File: src/rtl/fs_stage.sv
// -----------------------------------------------------------------------------
// fs_stage -- instruction-fetch (IF) stage of the in-order LoongArch pipeline.
//
// Holds one fetch entry (pc + fetch-exception flags) between pre-IF and decode.
// The entry waits for its instruction-SRAM response. If decode stalls, the
// returned instruction is buffered. A flush or a taken-branch cancel kills the
// entry. Any SRAM responses still owed to killed entries are counted in
// drop_cnt_q and discarded as they arrive.
//
// Ports
//   clk, resetn          : clock, synchronous active-low reset
//   pfs_to_fs_valid/bus  : entry from pre-IF, bus = {exc_flgs, pc}
//   fs_allowin           : fs can accept an entry this cycle
//   inst_sram_data_ok    : one in-order SRAM response this cycle
//   inst_sram_rdata      : response data
//   ds_allowin           : decode accepts this cycle
//   fs_to_ds_valid/bus   : entry toward decode, bus = {exc_flgs, inst, pc}
//   flush                : exception / ertn / refetch kill
//   br_taken_cancel      : taken branch resolved in decode, kills the entry
//
// Handshake: a transfer happens on a cycle where the producer's valid and the
// consumer's allowin are both high. A valid producer holds its bus stable
// until that transfer happens, unless a kill removes the entry.
// -----------------------------------------------------------------------------
module fs_stage #(
    parameter int EXC_NUM = 15
) (
    input  logic                   clk,
    input  logic                   resetn,
    input  logic                   pfs_to_fs_valid,
    input  logic [EXC_NUM+31:0]    pfs_to_fs_bus,
    output logic                   fs_allowin,
    input  logic                   inst_sram_data_ok,
    input  logic [31:0]            inst_sram_rdata,
    input  logic                   ds_allowin,
    output logic                   fs_to_ds_valid,
    output logic [EXC_NUM+63:0]    fs_to_ds_bus,
    input  logic                   flush,
    input  logic                   br_taken_cancel
);

    logic               fs_valid_q,       fs_valid_d;
    logic [31:0]        fs_pc_q,          fs_pc_d;
    logic [EXC_NUM-1:0] fs_exc_q,         fs_exc_d;
    logic               inst_buf_valid_q, inst_buf_valid_d;
    logic [31:0]        inst_buf_q,       inst_buf_d;
    logic [1:0]         drop_cnt_q,       drop_cnt_d;

    logic        kill;
    logic        take_data;
    logic        fs_ready_go;
    logic        load;
    logic        leave;
    logic        pending;
    logic        drop_inc;
    logic        drop_dec;
    logic [31:0] inst_raw;
    logic [31:0] inst;

    assign kill        = flush | br_taken_cancel;
    // A response only belongs to the current entry once no stale responses remain.
    assign take_data   = inst_sram_data_ok & (drop_cnt_q == 2'd0);
    assign fs_ready_go = inst_buf_valid_q | take_data;
    assign fs_allowin  = ~fs_valid_q | (fs_ready_go & ds_allowin);
    assign fs_to_ds_valid = fs_valid_q & fs_ready_go & ~kill;

    assign load  = pfs_to_fs_valid & fs_allowin & ~kill;
    assign leave = fs_valid_q & fs_ready_go & ds_allowin;

    // The entry still owns a response that has not come back yet.
    assign pending  = fs_valid_q & ~inst_buf_valid_q & ~take_data;
    assign drop_inc = kill & pending;
    assign drop_dec = inst_sram_data_ok & (drop_cnt_q != 2'd0);

    // Exception-flagged entries carry a zero instruction. Their response is
    // still consumed, because pre-IF issued the request regardless of the flags.
    assign inst_raw = inst_buf_valid_q ? inst_buf_q : inst_sram_rdata;
    assign inst     = (|fs_exc_q) ? 32'h0 : inst_raw;

    assign fs_to_ds_bus = {fs_exc_q, inst, fs_pc_q};

    always_comb begin
        fs_valid_d       = fs_valid_q;
        fs_pc_d          = fs_pc_q;
        fs_exc_d         = fs_exc_q;
        inst_buf_valid_d = inst_buf_valid_q;
        inst_buf_d       = inst_buf_q;
        drop_cnt_d       = drop_cnt_q;

        // Kill wins over load and leave. Leave is checked after load, so a
        // simultaneous leave and load simply replaces the entry.
        if (kill) begin
            fs_valid_d       = 1'b0;
            inst_buf_valid_d = 1'b0;
        end else if (load) begin
            fs_valid_d       = 1'b1;
            fs_pc_d          = pfs_to_fs_bus[31:0];
            fs_exc_d         = pfs_to_fs_bus[EXC_NUM+31:32];
            inst_buf_valid_d = 1'b0;
        end else if (leave) begin
            fs_valid_d       = 1'b0;
            inst_buf_valid_d = 1'b0;
        end else if (take_data && fs_valid_q && !ds_allowin) begin
            inst_buf_d       = inst_sram_rdata;
            inst_buf_valid_d = 1'b1;
        end

        // Increment and decrement in the same cycle cancel out.
        // The count holds at 3 rather than wrapping.
        if (drop_inc && !drop_dec) begin
            if (drop_cnt_q != 2'd3) begin
                drop_cnt_d = drop_cnt_q + 2'd1;
            end
        end else if (drop_dec && !drop_inc) begin
            drop_cnt_d = drop_cnt_q - 2'd1;
        end
    end

    always_ff @(posedge clk) begin
        if (!resetn) begin
            fs_valid_q       <= 1'b0;
            fs_pc_q          <= 32'h0;
            fs_exc_q         <= '0;
            inst_buf_valid_q <= 1'b0;
            inst_buf_q       <= 32'h0;
            drop_cnt_q       <= 2'd0;
        end else begin
            fs_valid_q       <= fs_valid_d;
            fs_pc_q          <= fs_pc_d;
            fs_exc_q         <= fs_exc_d;
            inst_buf_valid_q <= inst_buf_valid_d;
            inst_buf_q       <= inst_buf_d;
            drop_cnt_q       <= drop_cnt_d;
        end
    end

endmodule

File: config.mk
export PLATFORM = sky130hd
export DESIGN_NAME = fs_stage
export DESIGN_NICKNAME = d
export VERILOG_FILES = /design/src/rtl/fs_stage.sv
export SDC_FILE = /design/constraint.sdc
export NUM_CORES = 1
export LEC_CHECK = 0
export ABC_CLOCK_PERIOD_IN_PS = 1700
export BUFFER_PORTS_ARGS = -buffer_cell sky130_fd_sc_hd__buf_2
export CAP_MARGIN = 10
export CORE_ASPECT_RATIO = 1.4
export CORE_UTILIZATION = 30
export DETAILED_ROUTE_END_ITERATION = 6
export GPL_TIMING_DRIVEN = 0
export HOLD_SLACK_MARGIN = 0.15
export PLACE_DENSITY = 0.56
export SKIP_CTS_REPAIR_TIMING = 1
export SLEW_MARGIN = 40
export SYNTH_ARGS = -nofsm -noshare
export SYNTH_HDL_FRONTEND = slang
export SYNTH_SLANG_ARGS = --single-unit
File: constraint.sdc
create_clock -name clk -period 1.7 [get_ports clk]
set_input_delay 0.17 -clock clk [delete_from_list [all_inputs] [get_ports clk]]
set_output_delay 0.17 -clock clk [all_outputs]
set_load 0.005 [all_outputs]
# Yosys cells after proc, flatten, opt, wreduce, memory -nomap -nowiden
# Index checks and enable logic that the tools add are counted.
# totals
ff_bits	83
in_bits	86
out_inout_bits	81
word_cells	55
# op_classes
n_addsub	2
n_eq_ne	2
n_mux	7
bitwise	21
n_reduce_logical	17
# ops
operator	count
two-way mux 32 bit	2
OR reduction 15 bit	1
bitwise AND 1 bit	11
NOT 1 bit	7
two-way mux 2 bit	3
nonzero test 2 bit	3
logical AND 1 bit	4
AND reduction 2 bit	2
AND reduction 4 bit	1
OR reduction 4 bit	1
logical NOT 1 bit	3
bitwise OR 1 bit	3
adder 2 x 1 -> 2 bit (second input constant)	1
logical NOT 2 bit	1
two-way mux 1 bit	2
!= test 2 x 1 -> 1 bit (second input constant)	1
!= test 2 bit (second input constant)	1
OR reduction 2 bit	1
subtractor 2 x 1 -> 2 bit (second input constant)	1

# Logic depth before layout (Yosys ltp)
# depth
ltp_word	9
ltp_mapped	6
depth_no_buf	3

# Least setup slack after synthesis
# Ideal clock, no wire load.
# synth_path
path_kind	register to register
startpoint	register drop_cnt_q[0]
endpoint	register fs_exc_q[13]
setup_ns	0.072
arrival_time_ns	1.415
slack_ns	0.213
stages_incl_launch_ff	6
n_path_buf	2
synth_period_minus_slack_ns	1.487
path_cell_list	dfxtp_1 > nand4bb_1 > a311oi_4 > buf_6 > buf_12 > mux2i_1
# synth_between
elab_chain_len	8
# synth_lines
item	line_no	source
start: declaration	47	logic [1:0] drop_cnt_q, drop_cnt_d;
start signal: assignment	133	drop_cnt_q <= drop_cnt_d;
logical NOT 2 bit	62	assign take_data = inst_sram_data_ok & (drop_cnt_q == 2'd0);
bitwise AND 1 bit	62	
bitwise OR 1 bit	63	assign fs_ready_go = inst_buf_valid_q | take_data;
bitwise AND 1 bit	64	assign fs_allowin = ~fs_valid_q | (fs_ready_go & ds_allowin);
bitwise OR 1 bit	64	
bitwise AND 1 bit (2 in series)	67	assign load = pfs_to_fs_valid & fs_allowin & ~kill;
AND reduction 2 bit (no source line)	n/a	
end signal: assignment	130	fs_exc_q <= fs_exc_d;
end: declaration	44	logic [EXC_NUM-1:0] fs_exc_q, fs_exc_d;
# Every way passes these cells.
# A chain may end at the register's enable or synchronous reset.

# Worst setup path after layout
# layout_path
startpoint	register fs_exc_q[3]
endpoint	output fs_to_ds_bus[46]
# layout_between
elab_chain_len	2
# layout_lines
item	line_no	source
OR reduction 15 bit	78	assign inst = (|fs_exc_q) ? 32'h0 : inst_raw;
two-way mux 32 bit	78	
end: declaration	37	output logic [EXC_NUM+63:0] fs_to_ds_bus,
# Every way passes these cells.

==> flow_summary.toml <==
[synth]
synthMostInstantiatedCell = "nand2_1"
synth_area_leaders = "dfxtp_1 42%, mux2i_1 28%, nand2_1 15%"
ys_async_sr_fraction_pct = 0
synth_edf_count = 0
synth-main-ff-cell = "dfxtp_1"
ys_seq_area_share_pct = 42.0
synth_top_area_cell = "dfxtp_1"
yosys_warnings = 0
syn-num-nets = 545
syn-cell-area_um2 = 3960
synth_common_cells = "163 x nand2_1, 111 x mux2i_1, 83 x dfxtp_1, 36 x nor2_1, 20 x clkbuf_1"
yosysTopAreaCellShare_pct = 42.0
ys_types = 30
netlist_instances = 459
synth_area_per_cell_um2 = 8.62
synth_seq_cells = 83

[flow_run]
cap_violations = 0

[global_route]
grt_pass1_wl_mm = 16.8
antenna_found_initial = 0
gr-total-overflow = 0
grt_pass1_vias = 3531
grt_max_degree = 15
grtUsageMet1_pct = 17.3
grtUsageMet2_pct = 28.5
grt.total_usage_pct = 15.7
busiest_layer = "met2"
use_met3_pct = 4.54

[clock_tree]
numClockSinks = 83
htree_levels = 3
cts_buffers = 9
path_clk_slew_ps = 70
clockBufferDepth = 2
clk_latency_ps = 330
cts_tree = "built"
root_buffer = "clkbuf_16"

[pwr]
power.total_mw = 5.18
leakage_nw = 2.79
peakVddDrop_v = 0.000504
p_int_mw = 3.89
p_comb_share_pct = 19.1
seq_power_share_pct = 38.9
power.density_nw_per_um2 = 800
clkPwrFrac_pct = 42.0
p_sw_share_pct = 24.9
p_sw_mw = 1.29

[layout]
antenna_cells = 0
area_delta_synth_final_pct = 63.6
fill_cells = 1201
stdcell_count = 886
fin_util_pct = 50.3
nets = 814
design_area_um2 = 6470
drive_above_1_share_pct = 33.2

[floorplan]
die_w_um = 99.0
core_um2 = 12900
dieArea_um2 = 13700
rows = 49
ioPinCount = 167
die_y_um = 138
initial_core_util_pct = 30.7

[placement]
dp_hpwl_mm = 8.15
pre_cts_ws_ps = -226
place_inst = 776
place_congestion = 0.762
placed_area_um2 = 4970
io_buffers = 164

[detailed_routing]
viasPerCell = 4.58
wire_per_inst_um = 13.8
dr.first_iter.drc_count = 113
wl_mm = 12.3
vias = 4058
drc = 0
first_pass_iters = 5
final_antenna_net_count = 0

[setup_path]
critPathLaunchType = "register"
critPathKind = "register to output pin"
end_kind = "output pin"
crit_arrival_ps = 1670
cp.required_ps = 1530
crit_fanout = 10

[sta]
layout_min_cycle_time_ps = 1840
hold_viol_final = 0
fmax_mhz = 543
rsz0062_at_grt = "yes"
worst_pin_slew_ps = 561
finalMaxSlewViolations = 0
setup_viol = 32
finalSetupTns_ps = -3640
hold_slack_ps = 184
fin_skew_ps = 8.37
slew_headroom_pct = 62.6
post-route-period-util_pct = 108
finalWorstSetupSlack_ps = -140

[outcome]
violations = "setup timing"
outcome = "complete, but fails checks"

[hold_path]
worstHoldPathType = "input pin to register"
==> worst paths after layout <==
check	start	endpoint	slack, ps	depth (start not counted)
min reg2reg	inst_buf_q[31]$_SDFFE_PN0P_	inst_buf_q[31]$_SDFFE_PN0P_	460	2
max reg2reg	drop_cnt_q[1]$_SDFFE_PN0P_	fs_pc_q[3]$_SDFFE_PN0P_	10	5
min	pfs_to_fs_valid	fs_valid_q$_SDFFE_PP0P_	180	3
max	fs_exc_q[3]$_SDFFE_PN0P_	fs_to_ds_bus[46]	-140	6
==> cell families (layout without fill, tap and decap cells) <==
| logic type | after synthesis | in the layout | synth area share, % |
|---|---|---|---|
| simple gates | 214 | 214 | 21.4 |
| mux | 111 | 111 | 28.1 |
| flops | 83 | 83 | 42.0 |
| buf+inv | 40 | 314 | 5.88 |
| compound gates | 11 | 11 | 2.56 |
==> power by group through the flow <==
stage | clock network [mW] | registers (mW) | logic [mW]
finish | 2.17 | 2.01 | 0.989
floorplan | 0 | 2.06 | 0.330
detailed placement | 0 | 2.05 | 0.675
CTS | 2.23 | 2.01 | 0.677
global route | 2.31 | 2.02 | 1.08
global placement | 0 | 2.05 | 0.669
==> flip-flops by register name (all words and copies together) (netlist names) <==
| name | cells |
|---|---|
| inst_buf_valid_q | 1 |
| drop_cnt_q | 2 |
| inst_buf_q | 32 |
| fs_valid_q | 1 |
| fs_exc_q | 15 |
| fs_pc_q | 32 |
==> cell type report <==
| type | instances | area, um2 | area share (%) |
|---|---|---|---|
| Clock inverter | 5 | 85.1 | 1.31 |
| Inverter | 4 | 15.0 | 0.232 |
| Clock buffer | 11 | 253 | 3.91 |
| Tap cell | 153 | 191 | 2.96 |
| Multi-Input combinational cell | 336 | 2200 | 34.0 |
| Timing Repair Buffer | 258 | 1780 | 27.5 |
| Buffer | 36 | 275 | 4.25 |
| Sequential cell | 83 | 1670 | 25.9 |
==> worst max-delay path: stages, from the launching register on <==
cell and delay, ps:
dfxtp_2 340, nor4_4 290, nand4_1 150, buf_6 170, buf_6 150, nor2_1 110
buf_2 120
==> metal layers <==
metal	share of wire [%]	vias to the layer above
li1	-	2048
met3	4.9	13
met5	0	-
met2	52	123
met4	1.3	0
met1	42	1874
==> cell usage in the layout (no fill, tap or decap), drive strengths merged, types with 3 or more instances in the layout <==
cell type,netlist,final
dfxtp,83,83
clkbuf,20,31
nor4,3,3
inv,4,4
mux2i,111,111
nand2,163,163
buf,16,195
nor2,36,36
dlygate4sd3,0,79
No activity file was read; power rests on OpenSTA's default activity.
